## src/rtl/multi_timer_pkg.sv

```systemverilog
// Register map and CTRL/STATUS field layout shared by the multi-channel timer.
package multi_timer_pkg;

  localparam logic [1:0] REG_CTRL    = 2'd0;
  localparam logic [1:0] REG_COMPARE = 2'd1;
  localparam logic [1:0] REG_COUNT   = 2'd2;
  localparam logic [1:0] REG_STATUS  = 2'd3;

  localparam int CTRL_ENABLE    = 0;
  localparam int CTRL_PERIODIC  = 1;
  localparam int CTRL_IRQ_EN    = 2;
  localparam int CTRL_PRESC_LSB = 8;
  localparam int CTRL_PRESC_W   = 8;

  localparam int STATUS_TRIG = 0;
  localparam int STATUS_CLR  = 0;

  typedef struct packed {
    logic [CTRL_PRESC_W-1:0] prescale;
    logic                    irq_en;
    logic                    periodic;
    logic                    enable;
  } ctrl_t;

endpackage

```

## src/rtl/multi_timer_if.sv

```systemverilog
// Word-addressed register bus between a bus master and the timer block.
interface multi_timer_if #(
  parameter int AW    = 4,
  parameter int WIDTH = 32
);
  logic [AW-1:0]    addr;
  logic [WIDTH-1:0] wdata;
  logic             we;
  logic             re;
  logic [WIDTH-1:0] rdata;

  modport master (output addr, wdata, we, re, input rdata);
  modport slave  (input addr, wdata, we, re, output rdata);
endinterface

```

## src/rtl/multi_timer_channel.sv

```systemverilog
// One timer channel: prescaler, counter/compare, sticky trigger flag and its CTRL bits.
module timer_channel
  import multi_timer_pkg::*;
#(
  parameter int WIDTH = 32
) (
  input  logic             clk,
  input  logic             rst,
  input  logic             wr_en,
  input  logic [1:0]       reg_sel,
  input  logic [WIDTH-1:0] wdata,
  output logic [WIDTH-1:0] ctrl_word,
  output logic [WIDTH-1:0] compare,
  output logic [WIDTH-1:0] count,
  output logic [WIDTH-1:0] status_word,
  output logic             triggered,
  output logic             irq_en
);

  ctrl_t                   ctrl;
  logic [CTRL_PRESC_W-1:0] pc;
  logic                    cnt_wr, tick, match, trig_set;
  logic                    unused_wdata;

  // A COUNT write replaces the whole tick, including any trigger it would cause.
  assign cnt_wr   = wr_en && (reg_sel == REG_COUNT);
  assign tick     = ctrl.enable && (pc == ctrl.prescale) && !cnt_wr;
  assign match    = (count == compare);
  assign trig_set = tick && match;

  always_ff @(posedge clk) begin
    if (rst) begin
      ctrl      <= '0;
      compare   <= '0;
      count     <= '0;
      pc        <= '0;
      triggered <= 1'b0;
    end else begin
      if (ctrl.enable) begin
        if (tick) begin
          pc <= '0;
          if (match) begin
            count     <= '0;
            triggered <= 1'b1;
            if (!ctrl.periodic) ctrl.enable <= 1'b0;
          end else begin
            count <= count + WIDTH'(1);
          end
        end else begin
          pc <= pc + CTRL_PRESC_W'(1);
        end
      end
      // Bus writes come last so they override the timer's own updates.
      if (wr_en) begin
        case (reg_sel)
          REG_CTRL: begin
            ctrl.enable   <= wdata[CTRL_ENABLE];
            ctrl.periodic <= wdata[CTRL_PERIODIC];
            ctrl.irq_en   <= wdata[CTRL_IRQ_EN];
            ctrl.prescale <= wdata[CTRL_PRESC_LSB +: CTRL_PRESC_W];
            if (wdata[CTRL_ENABLE] && !ctrl.enable) pc <= '0;
          end
          REG_COMPARE: compare <= wdata;
          REG_COUNT: begin
            count <= wdata;
            pc    <= '0;
          end
          default: if (wdata[STATUS_CLR] && !trig_set) triggered <= 1'b0;
        endcase
      end
    end
  end

  always_comb begin
    ctrl_word                                    = '0;
    ctrl_word[CTRL_ENABLE]                       = ctrl.enable;
    ctrl_word[CTRL_PERIODIC]                     = ctrl.periodic;
    ctrl_word[CTRL_IRQ_EN]                       = ctrl.irq_en;
    ctrl_word[CTRL_PRESC_LSB +: CTRL_PRESC_W]    = ctrl.prescale;
    status_word                                  = '0;
    status_word[STATUS_TRIG]                     = triggered;
  end

  assign irq_en       = ctrl.irq_en;
  assign unused_wdata = ^wdata;

endmodule

```

## src/rtl/multi_timer.sv

```systemverilog
// Multi-channel timer: address decode, registered read mux and irq, CHANNELS timer_channel instances.
module multi_timer
  import multi_timer_pkg::*;
#(
  parameter int CHANNELS = 4,
  parameter int WIDTH    = 32
) (
  input  logic                clk,
  input  logic                rst,
  multi_timer_if.slave        bus,
  output logic [CHANNELS-1:0] triggered,
  output logic [CHANNELS-1:0] irq
);

  localparam int AW = $clog2(CHANNELS) + 2;

  logic [AW-1:0]                    chan_sel;
  logic [1:0]                       reg_sel;
  logic [CHANNELS-1:0]              wr_en, irq_en;
  logic [CHANNELS-1:0][WIDTH-1:0]   ctrl_w, cmp_w, cnt_w, sts_w;
  logic [WIDTH-1:0]                 rd_mux;

  // Shift rather than slice so a single-channel build (AW==2) still decodes.
  assign chan_sel = bus.addr >> 2;
  assign reg_sel  = bus.addr[1:0];

  always_comb begin
    wr_en = '0;
    for (int i = 0; i < CHANNELS; i++)
      wr_en[i] = bus.we && (int'(chan_sel) == i);
  end

  // Channel indices with no instance fall through to zero.
  always_comb begin
    rd_mux = '0;
    for (int i = 0; i < CHANNELS; i++) begin
      if (int'(chan_sel) == i) begin
        case (reg_sel)
          REG_CTRL:    rd_mux = ctrl_w[i];
          REG_COMPARE: rd_mux = cmp_w[i];
          REG_COUNT:   rd_mux = cnt_w[i];
          default:     rd_mux = sts_w[i];
        endcase
      end
    end
  end

  always_ff @(posedge clk) begin
    if (rst) begin
      bus.rdata <= '0;
      irq       <= '0;
    end else begin
      irq <= triggered & irq_en;
      if (bus.re) bus.rdata <= rd_mux;
    end
  end

  for (genvar g = 0; g < CHANNELS; g++) begin : g_ch
    timer_channel #(.WIDTH(WIDTH)) u_ch (
      .clk        (clk),
      .rst        (rst),
      .wr_en      (wr_en[g]),
      .reg_sel    (reg_sel),
      .wdata      (bus.wdata),
      .ctrl_word  (ctrl_w[g]),
      .compare    (cmp_w[g]),
      .count      (cnt_w[g]),
      .status_word(sts_w[g]),
      .triggered  (triggered[g]),
      .irq_en     (irq_en[g])
    );
  end

endmodule

```

## src/flat_wrapper.sv

```systemverilog
// flat-port wrapper written by rule: the top's interface ports become plain ports
module multi_timer_flat import multi_timer_pkg::*;
#(
  parameter int CHANNELS = 4,
  parameter int WIDTH    = 32
)
  (clk, rst, triggered, irq, bus_addr, bus_wdata, bus_we, bus_re, bus_rdata);
  multi_timer_if #(.AW((4)), .WIDTH(WIDTH)) bus_i ();
  input  logic clk;
  input  logic rst;
  output logic [CHANNELS-1:0] triggered;
  output logic [CHANNELS-1:0] irq;
  input wire logic [$bits(bus_i.addr)-1:0] bus_addr;
  input wire logic [$bits(bus_i.wdata)-1:0] bus_wdata;
  input wire logic [$bits(bus_i.we)-1:0] bus_we;
  input wire logic [$bits(bus_i.re)-1:0] bus_re;
  output wire logic [$bits(bus_i.rdata)-1:0] bus_rdata;
  assign bus_i.addr = bus_addr;
  assign bus_i.wdata = bus_wdata;
  assign bus_i.we = bus_we;
  assign bus_i.re = bus_re;
  assign bus_rdata = bus_i.rdata;
  multi_timer #(.CHANNELS(CHANNELS), .WIDTH(WIDTH)) u_core (.clk(clk), .rst(rst), .bus(bus_i), .triggered(triggered), .irq(irq));
endmodule
```

## config.mk

```make
export PLATFORM = sky130hd
export DESIGN_NAME = multi_timer_flat
export DESIGN_NICKNAME = d
export VERILOG_FILES = /design/src/rtl/multi_timer_pkg.sv /design/src/rtl/multi_timer_if.sv /design/src/rtl/multi_timer_channel.sv /design/src/rtl/multi_timer.sv /design/src/flat_wrapper.sv
export SDC_FILE = /design/constraint.sdc
export NUM_CORES = 1
export LEC_CHECK = 0
export ABC_AREA = 1
export BUFFER_PORTS_ARGS = -buffer_cell sky130_fd_sc_hd__buf_2
export CELL_PAD_IN_SITES_DETAIL_PLACEMENT = 2
export CELL_PAD_IN_SITES_GLOBAL_PLACEMENT = 2
export CORE_MARGIN = 2
export CORE_UTILIZATION = 34
export DETAILED_ROUTE_END_ITERATION = 6
export PLACE_DENSITY = 0.85
export SETUP_SLACK_MARGIN = 0.4
export SKIP_CTS_REPAIR_TIMING = 1
export SLEW_MARGIN = 20
export SYNTH_ARGS = -nofsm -noshare
export SYNTH_HDL_FRONTEND = slang
export SYNTH_SLANG_ARGS = --single-unit
```

## constraint.sdc

```tcl
create_clock -name clk -period 2.4 [get_ports clk]
set_input_delay 0.36 -clock clk [delete_from_list [all_inputs] [get_ports clk]]
set_output_delay 0.36 -clock clk [all_outputs]
set_load 0.02 [all_outputs]
```

# After elaboration in Yosys (flattened, before gate mapping)
# Cells that the tools add are included.
[word_totals]
register_bits = 372
in_bits = 40
output_inout_bits = 40
word_cells = 203
[op_classes]
addsub = 8
n_eq_ne = 13
n_mux = 96
bitwise_logic = 1
n_reduce_logical = 51
[ops]
columns = ["operator", "n"]
rows = [
  ["two-way mux 32 bit", 24],
  ["case mux 32 bit (3 select lines)", 4],
  ["adder 32 x 1 -> 32 bit, second input constant", 4],
  ["equality test 32 bit", 4],
  ["two-way mux 8 bit", 16],
  ["case mux 8 bit (2 select lines)", 4],
  ["two-way mux 1 bit", 48],
  ["adder 8 x 1 -> 8 bit, second input constant", 4],
  ["equality test 8 bit", 4],
  ["logical AND 1 bit", 28],
  ["AND reduction 2 bit", 8],
  ["zero test 1 bit", 12],
  ["equality test 2 bit, second input constant", 3],
  ["AND 4 bit", 1],
  ["equality test 2 x 1 -> 1 bit, second input constant", 2],
  ["zero test 4 bit", 1],
  ["OR reduction 3 bit", 1],
  ["zero test 2 bit", 1],
]

# Depth between registers and ports, before layout
[depth]
ltp_word = 11
mapped_depth = 14
depth_no_buf = 13

# By module
# A second synthesis with hierarchy kept.
[hier_totals]
cells_unflattened = 4549
area_unflattened_um2 = 27787.9
[by_module_without_submodules]
columns = ["module", "n_inst", "cells_each", "area_per_inst_um2"]
rows = [
  ["timer_channel (u_core.g_ch[1].u_ch ...)", 2, 840, 5495.3],
  ["multi_timer", 1, 1203, 5835.6],
  ["timer_channel (u_core.g_ch[0].u_ch)", 1, 840, 5515.3],
  ["timer_channel (u_core.g_ch[3].u_ch)", 1, 826, 5446.5],
]

# Worst setup path before layout
# No wires, ideal clock.
[synth_timing]
kind = "reg2reg"
from = "register u_core.g_ch[1].u_ch.count[1]"
to = "register u_core.g_ch[1].u_ch.count[16]"
setup_ps = 119
t_arrival_ps = 1619
required_time_ps = 2281
slack_ps = 661
path_stages_with_launch = 11
n_path_buf = 0
synth_period_minus_slack_ps = 1739
cell_sequence = "dfxtp_1 ha_1 inv_1 nor2_1 nand3b_1 nor3_1 nand3_1 nand2_1 nand2_1 nand2_1 a21oi_1"
[synth_via]
elab_chain_len = 6
word_cells_on_any_way = 7
[synth_rtl]
columns = ["element", "line_no", "rtl"]
rows = [
  ["start: declaration", "multi_timer_channel.sv:14", "output logic [WIDTH-1:0] count,"],
  ["start signal: assignment", "multi_timer_channel.sv:47", "count <= count + WIDTH'(1);"],
  ["start signal: assignment", "multi_timer_channel.sv:65", "count <= wdata;"],
  ["adder 32 x 1 -> 32 bit / equality test 32 bit (equally long branches)", "multi_timer_channel.sv:47, multi_timer_channel.sv:28", ""],
  ["two-way mux 32 bit (*)", "multi_timer_channel.sv:42", "if (match) begin"],
  ["two-way mux 32 bit (*)", "multi_timer_channel.sv:40", "if (tick) begin"],
  ["two-way mux 32 bit (*)", "multi_timer_channel.sv:39", "if (ctrl.enable) begin"],
  ["two-way mux 32 bit", "multi_timer_channel.sv:55", "case (reg_sel)"],
  ["two-way mux 32 bit (*)", "multi_timer_channel.sv:54", "if (wr_en) begin"],
]
# Mark *: on every way between the ends. The rest lies on a longest branch, timed or not.
# A chain may end at the register's enable or synchronous reset.

# Final worst setup path
[layout_timing]
from = "register u_core.g_ch[2].u_ch.pc[5]"
to = "register u_core.g_ch[2].u_ch.count[0]"
[layout_via]
elab_chain_len = 7
[layout_rtl]
columns = ["element", "line_no", "rtl"]
rows = [
  ["start: declaration", "multi_timer_channel.sv:21", "logic [CTRL_PRESC_W-1:0] pc;"],
  ["start signal: assignment", "multi_timer_channel.sv:50", "pc <= pc + CTRL_PRESC_W'(1);"],
  ["equality test 8 bit (*)", "multi_timer_channel.sv:27", "assign tick = ctrl.enable && (pc == ctrl.prescale) && !cnt_wr;"],
  ["logical AND 1 bit (*) (2 in a row)", "multi_timer_channel.sv:27", ""],
  ["two-way mux 32 bit (*)", "multi_timer_channel.sv:40", ""],
  ["two-way mux 32 bit (*)", "multi_timer_channel.sv:39", ""],
  ["two-way mux 32 bit", "multi_timer_channel.sv:55", ""],
  ["two-way mux 32 bit (*)", "multi_timer_channel.sv:54", ""],
  ["end signal: assignment", "multi_timer_channel.sv:47", ""],
  ["end signal: assignment", "multi_timer_channel.sv:65", ""],
  ["end: declaration", "multi_timer_channel.sv:14", ""],
]
# Marks and branches as above.

==> impl_metrics.toml <==
[status]
status = "finished, violations left"
violations = "design-rule violations"

[route]
antenna_left = 0
drc_errors = 1
vias = 31700
wl_um = 161000
via_per_inst = 6.33
drtIter0Drc = 3260
drt_pass1_iterations = 7
wl_per_cell_um = 32.1

[setup_path]
end_kind = "flip-flop"
worst_setup_path_start_kind = "flip-flop"
critical_path_class = "flip-flop to flip-flop"
cp.required_ns = 2.96
worst-path-max-fanout = 12
arrival_ns = 2.88

[sta]
finalClockSkew_ns = 0.0389
fin_setup_tns_ns = 0
slew_headroom = 0.407
rsz0062_at_grt = "yes"
min_period_ns = 2.31
tightest_slew_ns = 0.889
drv_slew = 0
finalSetupViolations = 0
hold_violations = 0
fmax_ghz = 0.432
period_share = 0.964

[synthesis]
syn_area_um2 = 23700
yosys.area.top_type = "dfxtp_1"
synth_common_cells = "1046 x nand2_1, 463 x inv_1, 372 x dfxtp_1, 350 x o21ai_0, 342 x a21oi_1"
synthFlopType = "dfxtp_1"
synth_top_area_frac = 0.314
synth_cell_type_count = 49
syn-num-nets = 3914
synthArstFlopShare = 0
avgSynthCellArea_um2 = 6.13
synth-seq-cells = 372
ys.warnings.count = 0
synth_edf_count = 0
seq_area_frac_synth = 0.314
postSynthCellCount = 3866
synthTopCellsByArea = "dfxtp_1 31%, nand2_1 17%, o21ai_0 7.4%"
yosysMostFrequentCell = "nand2_1"

[finish]
layout-drive-gt1-share = 0.180
fin_util = 0.422
fill_cells = 8230
syn_to_final_growth_pct = 22.6
final_cells = 5006
nets = 4072

[die]
start_util = 0.344
io_pins = 80
coreArea_um2 = 68800
dieHeight_um = 268
die_area_um2 = 71800
fp-row-count = 96
fp.dieW_um = 268

[grt]
grt_max_degree = 88
grt_pass1_wl_um = 209000
grt_pass1_vias = 32100
antenna_found_initial = 24
grtUsageTotal = 0.388
grt_overflow = 0

[pwr]
power_w = 0.0174
ir_drop_v = 0.000480
leakage_nw = 12.0
power.density_nw_per_um2 = 599

[place]
place.gp.congestion = 1.02
dp_hpwl_um = 101000
port_buffers = 79
dpl.cell_count = 4866

[flow_run]
maxCapViolations = 0

[clocking]
clk_path_buf_depth = 3
cts_root_buf = "clkbuf_16"
cts_tree = "built"
insertion_delay_ns = 0.65
cts.sinks = 372
clk_pin_slew_ns = 0.07
h-tree-depth = 2
cts_made_buffers = 48

[hold_path]
hp-class = "input port to flip-flop"
## final cells by class
type / count / area (µm²) / area share
multi-input combinational: 2808 / 14200 / 0.490
sequential: 372 / 7590 / 0.261
timing repair buffer: 310 / 2470 / 0.0849
inverter: 484 / 1840 / 0.0632
clock buffer: 69 / 1430 / 0.0493
tap: 931 / 1160 / 0.0401
clock inverter: 21 / 293 / 0.0101
antenna: 11 / 27.5 / 0.000947
## report_power, final
group | total (W) | internal [W] | switching, W
clock | 0.00840 | 0.00490 | 0.00350
combinational | 0.00247 | 0.000688 | 0.00179
sequential | 0.00653 | 0.00631 | 0.000220
## metrics by stage
stage,hold WS (ns),setup WS (ns),cell area [µm²]
after global routing,0.134,0.0223,29000
final,0.125,0.0859,29100
after floorplan,0.423,0.661,23700
after CTS,0.116,-0.0908,27800
after detailed placement,0.462,0.0648,26000
after global placement,0.454,0.0813,26000
## worst max-delay path: stages (launching register included)
cell and delay, ns:
dfxtp_1 0.36, inv_1 0.12, nand2_1 0.13, nand2_1 0.09, nor2_1 0.16, nand3_2 0.23, nor2_4 0.31, buf_12 0.19
nand3_1 0.11, o211ai_1 0.20, nand2_1 0.17, inv_1 0.16
## final timing paths
check,start,end,slack [ns],cells past startpoint
worst max register to register,u_core.g_ch[2].u_ch.pc[5]$_SDFF_PP0_,u_core.g_ch[2].u_ch.count[0]$_SDFF_PP0_,0.09,11
worst min register to register,u_core.bus.rdata[31]$_SDFFE_PP0P_,u_core.bus.rdata[31]$_SDFFE_PP0P_,0.47,2
worst min-delay path,bus_wdata[31],u_core.g_ch[0].u_ch.count[31]$_SDFF_PP0_,0.12,5
worst max-delay path,u_core.g_ch[2].u_ch.pc[5]$_SDFF_PP0_,u_core.g_ch[2].u_ch.count[0]$_SDFF_PP0_,0.09,11
## routing by layer
metal	track usage	up-vias	wire length (µm)
li1	-	13000	-
met2	0.644	2094	72300
met4	0.248	14	14400
met5	0	-	104
met3	0.0882	891	16200
met1	0.451	15700	57800
## kinds of logic after synthesis
kind of cell | count (synthesis) | share of synthesized area
and+or+nand+nor | 1845 | 0.333
DFF | 372 | 0.314
xor gates and xnor gates | 115 | 0.0425
adders and majority gates | 8 | 0.00422
buffers and inverters | 686 | 0.115
AOI/OAI and AO/OA | 840 | 0.191
## flip-flops by register name, summed over array words and instances, names as in the netlist
register / flops
u_core.g_ch.u_ch.irq_en: 4
u_core.g_ch.u_ch.count: 128
u_core.bus.rdata: 32
u_core.g_ch.u_ch.compare: 128
u_core.irq: 4
u_core.g_ch.u_ch.pc: 32
u_core.g_ch.u_ch.ctrl_word: 40
u_core.g_ch.u_ch.triggered: 4
## placed cells by master (no fill, tap or decap), drive strengths merged, types with 8 or more instances in the layout
cell / instances
ha: 8
a31oi: 16
buf: 308
nand3b: 26
dfxtp: 372
inv: 477
nand3: 240
xor2: 40
o211ai: 8
o21ai: 362
nand2: 1060
nor3: 66
o22ai: 63
diode: 11
o2111ai: 18
xnor2: 75
clkinv: 19
nand4: 111
a21oi: 342
clkbuf: 71
nor2: 331
(Power assumes the default switching activity.)
